**src/rtl/mc_defs.sv**
```systemverilog
// Shared encodings for the multi-cycle MIPS control path: states, select codes,
// opcodes/functs and the instruction-class record produced by mc_decode.
package mc_defs;

  typedef enum logic [3:0] {
    S_FETCH    = 4'd0,
    S_DECODE   = 4'd1,
    S_MEMADR   = 4'd2,
    S_MEMRD    = 4'd3,
    S_MEMWB    = 4'd4,
    S_MEMWR    = 4'd5,
    S_RTYPE_EX = 4'd6,
    S_RTYPE_WB = 4'd7,
    S_IMM_EX   = 4'd8,
    S_IMM_WB   = 4'd9,
    S_BEQ_EX   = 4'd10,
    S_JUMP     = 4'd11,
    S_JAL      = 4'd12,
    S_JR       = 4'd13
  } state_e;

  localparam logic [2:0] ALU_ADD = 3'b010;
  localparam logic [2:0] ALU_SUB = 3'b110;
  localparam logic [2:0] ALU_AND = 3'b000;
  localparam logic [2:0] ALU_OR  = 3'b001;
  localparam logic [2:0] ALU_SLT = 3'b111;

  localparam logic [1:0] EXT_ZERO = 2'b00;
  localparam logic [1:0] EXT_SIGN = 2'b01;
  localparam logic [1:0] EXT_LUI  = 2'b10;

  localparam logic [1:0] REGDST_RT = 2'b00;
  localparam logic [1:0] REGDST_RD = 2'b01;
  localparam logic [1:0] REGDST_RA = 2'b10;

  localparam logic [1:0] M2R_ALUOUT = 2'b00;
  localparam logic [1:0] M2R_MDR    = 2'b01;
  localparam logic [1:0] M2R_PC     = 2'b10;

  localparam logic [1:0] SRCB_B     = 2'b00;
  localparam logic [1:0] SRCB_4     = 2'b01;
  localparam logic [1:0] SRCB_IMM   = 2'b10;
  localparam logic [1:0] SRCB_IMMSH = 2'b11;

  localparam logic [1:0] PCSRC_ALU    = 2'b00;
  localparam logic [1:0] PCSRC_ALUOUT = 2'b01;
  localparam logic [1:0] PCSRC_JUMP   = 2'b10;
  localparam logic [1:0] PCSRC_REG    = 2'b11;

  localparam logic [5:0] OP_RTYPE = 6'b000000;
  localparam logic [5:0] OP_LW    = 6'b100011;
  localparam logic [5:0] OP_SW    = 6'b101011;
  localparam logic [5:0] OP_BEQ   = 6'b000100;
  localparam logic [5:0] OP_ADDI  = 6'b001000;
  localparam logic [5:0] OP_ORI   = 6'b001101;
  localparam logic [5:0] OP_LUI   = 6'b001111;
  localparam logic [5:0] OP_J     = 6'b000010;
  localparam logic [5:0] OP_JAL   = 6'b000011;

  localparam logic [5:0] F_ADD = 6'b100000;
  localparam logic [5:0] F_SUB = 6'b100010;
  localparam logic [5:0] F_AND = 6'b100100;
  localparam logic [5:0] F_OR  = 6'b100101;
  localparam logic [5:0] F_SLT = 6'b101010;
  localparam logic [5:0] F_JR  = 6'b001000;

  // Exactly one bit set; nop also covers every undefined op/funct.
  typedef struct packed {
    logic mem;
    logic rtype;
    logic imm;
    logic beq;
    logic j;
    logic jal;
    logic jr;
    logic nop;
  } iclass_t;

endpackage

```
**src/rtl/mc_decode.sv**
```systemverilog
// Combinational op/funct decoder: one-hot instruction class plus the ALU
// operation and immediate-extension mode used by the execute states.
module mc_decode
  import mc_defs::*;
(
  input  logic [5:0] op_i,
  input  logic [5:0] funct_i,
  output iclass_t    cls_o,
  output logic [2:0] alu_ctl_o,
  output logic [1:0] ext_op_o
);

  always_comb begin
    cls_o     = '0;
    alu_ctl_o = ALU_ADD;
    ext_op_o  = EXT_SIGN;
    case (op_i)
      OP_RTYPE: begin
        case (funct_i)
          F_ADD:   begin cls_o.rtype = 1'b1; alu_ctl_o = ALU_ADD; end
          F_SUB:   begin cls_o.rtype = 1'b1; alu_ctl_o = ALU_SUB; end
          F_AND:   begin cls_o.rtype = 1'b1; alu_ctl_o = ALU_AND; end
          F_OR:    begin cls_o.rtype = 1'b1; alu_ctl_o = ALU_OR;  end
          F_SLT:   begin cls_o.rtype = 1'b1; alu_ctl_o = ALU_SLT; end
          F_JR:    cls_o.jr = 1'b1;
          default: cls_o.nop = 1'b1;
        endcase
      end
      OP_LW, OP_SW: cls_o.mem = 1'b1;
      OP_BEQ:  begin cls_o.beq = 1'b1; alu_ctl_o = ALU_SUB; end
      OP_ADDI: begin cls_o.imm = 1'b1; alu_ctl_o = ALU_ADD; ext_op_o = EXT_SIGN; end
      OP_ORI:  begin cls_o.imm = 1'b1; alu_ctl_o = ALU_OR;  ext_op_o = EXT_ZERO; end
      // lui relies on rs=0 so that 0 | (imm<<16) lands in ALUOut.
      OP_LUI:  begin cls_o.imm = 1'b1; alu_ctl_o = ALU_OR;  ext_op_o = EXT_LUI;  end
      OP_J:    cls_o.j   = 1'b1;
      OP_JAL:  cls_o.jal = 1'b1;
      default: cls_o.nop = 1'b1;
    endcase
  end

endmodule

```
**src/rtl/mc_controller.sv**
```systemverilog
// Multi-cycle MIPS control FSM: sequences the shared datapath and counts retired
// instructions. Define MC_MEM_WAIT_EN to add a mem_ready handshake on memory states.
module mc_controller
  import mc_defs::*;
#(
  parameter int CNT_W = 32
) (
  input  logic             clk,
  input  logic             reset,
  input  logic [5:0]       op,
  input  logic [5:0]       funct,
  input  logic             zero,
`ifdef MC_MEM_WAIT_EN
  input  logic             mem_ready,
`endif
  output logic             PCEn,
  output logic             IRWrite,
  output logic             MemWrite,
  output logic             RegWrite,
  output logic [1:0]       RegDst,
  output logic [1:0]       MemtoReg,
  output logic             ALUSrcA,
  output logic [1:0]       ALUSrcB,
  output logic [2:0]       ALUControl,
  output logic [1:0]       ExtOp,
  output logic [1:0]       PCSrc,
  output logic [3:0]       state,
  output logic             instr_done,
  output logic [CNT_W-1:0] instr_cnt
);

  state_e           state_q, state_d;
  logic [CNT_W-1:0] cnt_q, cnt_d;
  iclass_t          cls;
  logic [2:0]       dec_alu;
  logic [1:0]       dec_ext;
  logic             mem_rdy;

`ifdef MC_MEM_WAIT_EN
  assign mem_rdy = mem_ready;
`else
  assign mem_rdy = 1'b1;
`endif

  mc_decode u_decode (
    .op_i      (op),
    .funct_i   (funct),
    .cls_o     (cls),
    .alu_ctl_o (dec_alu),
    .ext_op_o  (dec_ext)
  );

  always_comb begin
    state_d    = S_FETCH;
    PCEn       = 1'b0;
    IRWrite    = 1'b0;
    MemWrite   = 1'b0;
    RegWrite   = 1'b0;
    RegDst     = REGDST_RT;
    MemtoReg   = M2R_ALUOUT;
    ALUSrcA    = 1'b0;
    ALUSrcB    = SRCB_B;
    ALUControl = ALU_AND;
    ExtOp      = EXT_ZERO;
    PCSrc      = PCSRC_ALU;
    instr_done = 1'b0;
    case (state_q)
      S_FETCH: begin
        IRWrite    = mem_rdy;
        PCEn       = mem_rdy;
        ALUSrcB    = SRCB_4;
        ALUControl = ALU_ADD;
        state_d    = mem_rdy ? S_DECODE : S_FETCH;
      end
      S_DECODE: begin
        // Branch target is computed speculatively into ALUOut.
        ALUSrcB    = SRCB_IMMSH;
        ExtOp      = EXT_SIGN;
        ALUControl = ALU_ADD;
        case (1'b1)
          cls.mem:   state_d = S_MEMADR;
          cls.rtype: state_d = S_RTYPE_EX;
          cls.imm:   state_d = S_IMM_EX;
          cls.beq:   state_d = S_BEQ_EX;
          cls.j:     state_d = S_JUMP;
          cls.jal:   state_d = S_JAL;
          cls.jr:    state_d = S_JR;
          cls.nop:   instr_done = 1'b1;
          default:   instr_done = 1'b1;
        endcase
      end
      S_MEMADR: begin
        ALUSrcA    = 1'b1;
        ALUSrcB    = SRCB_IMM;
        ExtOp      = EXT_SIGN;
        ALUControl = ALU_ADD;
        state_d    = (op == OP_SW) ? S_MEMWR : S_MEMRD;
      end
      S_MEMRD: state_d = mem_rdy ? S_MEMWB : S_MEMRD;
      S_MEMWB: begin
        RegWrite   = 1'b1;
        MemtoReg   = M2R_MDR;
        instr_done = 1'b1;
      end
      S_MEMWR: begin
        MemWrite   = 1'b1;
        instr_done = mem_rdy;
        state_d    = mem_rdy ? S_FETCH : S_MEMWR;
      end
      S_RTYPE_EX: begin
        ALUSrcA    = 1'b1;
        ALUControl = dec_alu;
        state_d    = S_RTYPE_WB;
      end
      S_RTYPE_WB: begin
        RegWrite   = 1'b1;
        RegDst     = REGDST_RD;
        instr_done = 1'b1;
      end
      S_IMM_EX: begin
        ALUSrcA    = 1'b1;
        ALUSrcB    = SRCB_IMM;
        ALUControl = dec_alu;
        ExtOp      = dec_ext;
        state_d    = S_IMM_WB;
      end
      S_IMM_WB: begin
        RegWrite   = 1'b1;
        instr_done = 1'b1;
      end
      S_BEQ_EX: begin
        ALUSrcA    = 1'b1;
        ALUControl = ALU_SUB;
        PCSrc      = PCSRC_ALUOUT;
        PCEn       = zero;
        instr_done = 1'b1;
      end
      S_JUMP: begin
        PCSrc      = PCSRC_JUMP;
        PCEn       = 1'b1;
        instr_done = 1'b1;
      end
      S_JAL: begin
        // PC already holds the return address (+4 from FETCH).
        PCSrc      = PCSRC_JUMP;
        PCEn       = 1'b1;
        RegWrite   = 1'b1;
        RegDst     = REGDST_RA;
        MemtoReg   = M2R_PC;
        instr_done = 1'b1;
      end
      S_JR: begin
        PCSrc      = PCSRC_REG;
        PCEn       = 1'b1;
        instr_done = 1'b1;
      end
      default: state_d = S_FETCH;
    endcase
    if (reset) begin
      PCEn       = 1'b0;
      IRWrite    = 1'b0;
      MemWrite   = 1'b0;
      RegWrite   = 1'b0;
      instr_done = 1'b0;
    end
  end

  assign cnt_d = instr_done ? cnt_q + CNT_W'(1) : cnt_q;

  always_ff @(posedge clk) begin
    if (reset) begin
      state_q <= S_FETCH;
      cnt_q   <= '0;
    end else begin
      state_q <= state_d;
      cnt_q   <= cnt_d;
    end
  end

  assign state     = state_q;
  assign instr_cnt = cnt_q;

endmodule
```
**config.mk**
```make
export PLATFORM = sky130hd
export DESIGN_NAME = mc_controller
export DESIGN_NICKNAME = d
export VERILOG_FILES = /design/src/rtl/mc_defs.sv /design/src/rtl/mc_decode.sv /design/src/rtl/mc_controller.sv
export SDC_FILE = /design/constraint.sdc
export NUM_CORES = 1
export LEC_CHECK = 0
export ABC_CLOCK_PERIOD_IN_PS = 2700
export CAP_MARGIN = 10
export CORE_UTILIZATION = 49
export CTS_CLUSTER_DIAMETER = 200
export DETAILED_ROUTE_END_ITERATION = 10
export PLACE_DENSITY = 0.86
export SYNTH_ARGS = -nofsm -noshare
export SYNTH_HDL_FRONTEND = slang
export SYNTH_SLANG_ARGS = --single-unit
```
**constraint.sdc**
```tcl
create_clock -name clk -period 2.7 [get_ports clk]
set_clock_uncertainty 0.1 [all_clocks]
set_input_delay 0.54 -clock clk [delete_from_list [all_inputs] [get_ports clk]]
set_output_delay 0.54 -clock clk [all_outputs]
set_load 0.01 [all_outputs]
```
==> results.md <==
* Outcome: finished clean
* TritonCTS Buffers at 5
* Routed len/inst at 17.3 um
* Simple-gate area share of the yosys netlist at 0.378
* Final Hold Viols at 0
* Die width at 75.2 um
* Worst Setup Start Kind: input pin
* First-pass GRT wire length at 13,100 um
* Relative slew margins at 0.587
* Vias per cell at 6.41
* Period Utilization, post-route at 0.985
* Synth Cell Area at 2630 um^2
* Compound-Gate Fraction of Synth Area at 0.247
* Core Area at 5140 um^2
* Comb pwr share at 0.201
* Clock Tree Buf Depth at 2
* Routed Antenna Nets at 0
* Critical Path RT at 2.06 ns
* Fraction of synthesis flops using an asynchronous set or reset pin at 0
* WS Path Type: in2out
* Fraction of the mapped netlist area in adder cells at 0.00477
* Root Buffer: clkbuf_8
* Sequential cell area at 722 um^2
* Die Span Y at 75.2 um
* Psw at 341 uW
* Xor and xnor area share after synthesis at 0.00334
* Worst Setup EP: instr_done
* # port buffers at 69
* Worst min-delay path category: reg2reg
* I/O pin total at 70
* Final setup viols at 0
* Worst-Margin Slew at 0.614 ns
* Gr usage total at 0.305
* Multi-input logic area at 1830 um^2
* Hold slack at 0.396 ns
* Drt pass-1 iters at 5
* Critical path peak fanout at 2
* CTS HTree Levels at 2
* Switching share of total power at 0.289
* Part of the power in registers at 0.459
* Area Growth Syn to Fin at 42.2%
* Starting density of the core at 0.511
* Reg2Reg Setup Slack at 0.35 ns
* Post-synth top cells: a21oi_1 (43), dfxtp_1 (36), o31ai_1 (27), or4_1 (27), nor2_1 (23)
* Reg2reg start: state[0]
* Share of cells above drive strength 1 at 0.217
* GPL Wtd Cong at 0.896
* Initial antenna violation count at 0
* CTS clk-pin slew, worst paths at 0.07 ns
* Synthesized net count at 357
* Maximum clock frequency at 376 MHz
* Hold Path Depth at 2
* Clock Latency Late Sink at 0.29 ns
* Arrival @ worst endpoint at 2.02 ns
* Yosys warns at 0
* Post-Syn Instances at 341
* CTS Sinks at 36
* Pwr Density at 316 nW/um^2
* Mux cell area share after synthesis at 0.00810
* Post-Syn Area per Cell at 7.70 um^2
* Pint at 838 uW
* Final non-filler cell area at 3730 um^2
* Max Cap Violations at 0
* Synth top area share at 0.275
* Worst Setup End Kind: output port
* Drt initial violations at 296
* Area leader, netlist: dfxtp_1
* Antenna Cells at 0
* Largest net degree at the start of global routing at 64
* Leakage at 0.00130 uW
* Layout Nets at 443
* Worst IR drop on VDD at 0.207 mV
* Die ar. at 5650 um^2
* Sequential-to-total area share from yosys stat at 0.275
* Fillers at 400
* Vias in the first global route at 2,679
* Placed inst area at 3450 um^2
* Setup ws final at 0.0417 ns
* GRT overflow at 0
* Drt total wl at 8600 um
* Critical path origin: funct[4]
* R2r worst-path depth at 6
* Min Tclk post-route at 2.66 ns
* Fin. max-slew vios at 0
* Inst Count DP at 480
* Vias at 3,191
* Post-Place Setup Slack at -0.679 ns
* Top cells by area, synth: dfxtp_1 (27%), a21oi_1 (8.2%), o31ai_1 (7.7%), or4_1 (7.7%), nand4_1 (4.1%)
* DP Wirelength at 5330 um
* Synth Register Bits at 36
* Fin cells at 498
* Main synth FF type: dfxtp_1
* Clock tree from TritonCTS: done
* Count leader, synth: a21oi_1
* Reg2reg end: instr_cnt[11]
* Core Rows at 26
* Library cells used by synthesis at 52
* Main combinational cell family by area after synthesis: simple AND/OR/NAND/NOR gates
* Clock network power share at 0.340
* EDFF count, synth at 0
* Residual DRC at 0
==> critical path, cell delays in order <==
cell and delay [ns]:
dlygate4sd2_1 0.32, nor4b_4 0.35, nand3_2 0.18, a211oi_4 0.27, nor3_2 0.08, buf_4 0.14
buf_2 0.13
==> registers in the layout (all words and copies together) (netlist names) <==
signal     cells
state          4
instr_cnt     32
==> per-stage QoR <==
| stage | setup TNS, ns | util | total power (uW) |
|---|---|---|---|
| 2_1_floorplan | 0 | - | 685 |
| 3_3_place_gp | -9.81 | 0.672 | 761 |
| 3_5_place_dp | -13.85 | 0.672 | 765 |
| 4_1_cts | -0.0498 | 0.721 | 1170 |
| 5_1_grt | -0.0400 | 0.726 | 1230 |
| 6_report | 0 | 0.726 | 1180 |
==> worst min-delay path by stage <==
| stage | to | startpoint | slack (ns) |
|---|---|---|---|
| 3_3_place_gp | instr_cnt[16] | instr_cnt[16] | 0.38 |
| 3_5_place_dp | instr_cnt[16] | instr_cnt[16] | 0.39 |
| 5_1_grt | instr_cnt[30] | instr_cnt[30] | 0.43 |
| 4_1_cts | instr_cnt[16] | instr_cnt[16] | 0.39 |
| 6_report | instr_cnt[16] | instr_cnt[16] | 0.40 |
| 2_1_floorplan | instr_cnt[27] | instr_cnt[27] | 0.40 |
==> cells in the final DEF (no fill, tap or decap), drive strengths merged, types with 3 or more instances in the layout <==
cell type / Yosys / layout
clkdlybuf4s50: 0 / 50
buf: 16 / 47
a21oi: 44 / 44
dfxtp: 36 / 36
o31ai: 27 / 27
or4: 27 / 27
nor2: 23 / 23
nand2: 18 / 18
nand3: 18 / 18
nand4: 17 / 17
and3: 12 / 12
clkbuf: 16 / 11
o21ai: 10 / 10
nor3: 9 / 9
inv: 7 / 7
and2: 6 / 6
nor4: 6 / 6
nand2b: 5 / 5
and4: 5 / 5
nor4b: 4 / 4
dlymetal6s2s: 0 / 4
nor2b: 4 / 4
or2: 3 / 3
dlygate4sd2: 0 / 3
==> metal layers <==
metal / share of wire / global-route usage / wire (um) / up-vias
met5: 0 / 0 / 0 / -
met4: 0.026 / 0.0947 / 222 / 0
met3: 0.066 / 0.0562 / 567 / 18
met2: 0.50 / 0.493 / 4290 / 158
met1: 0.41 / 0.413 / 3520 / 1526
li1: - / - / - / 1489
==> timing repair <==
| item | 4_1_cts | 5_1_grt |
|---|---|---|
| buffers inserted | 8 | 2 |
| pin swaps | 14 | 11 |
| endpoints found under the hold margin | 0 | 0 |
| gates resized for setup | 53 | 25 |
| endpoints found under the setup margin | 39 | 10 |
| hold buffers | 0 | 0 |
==> area by class of cell <==
type                       count  area share
multi-input combinational    266       0.491
timing repair buffer         111       0.260
sequential                    36       0.193
tap                           70      0.0235
clock buffer                   6      0.0221
inverter                       7     0.00704
clock inverter                 2     0.00268
==> power groups by stage <==
stage / combinational (uW) / clock [uW] / sequential, uW
floorplan: 130 / 0 / 554
detailed placement: 212 / 0 / 553
global route: 255 / 432 / 542
CTS: 226 / 399 / 541
global placement: 208 / 0 / 553
finish: 237 / 401 / 541
==> cells by family (layout without fill, tap and decap cells) <==
| kind of cell | count (synthesis) | in the layout |
|---|---|---|
| buf+inv | 39 | 126 |
| flops | 36 | 36 |
| fa+ha+maj | 1 | 1 |
| simple gates | 165 | 165 |
| xor+xnor | 1 | 1 |
| mux | 2 | 2 |
| compound gates | 97 | 97 |
No activity file was read; power rests on OpenSTA's default activity.
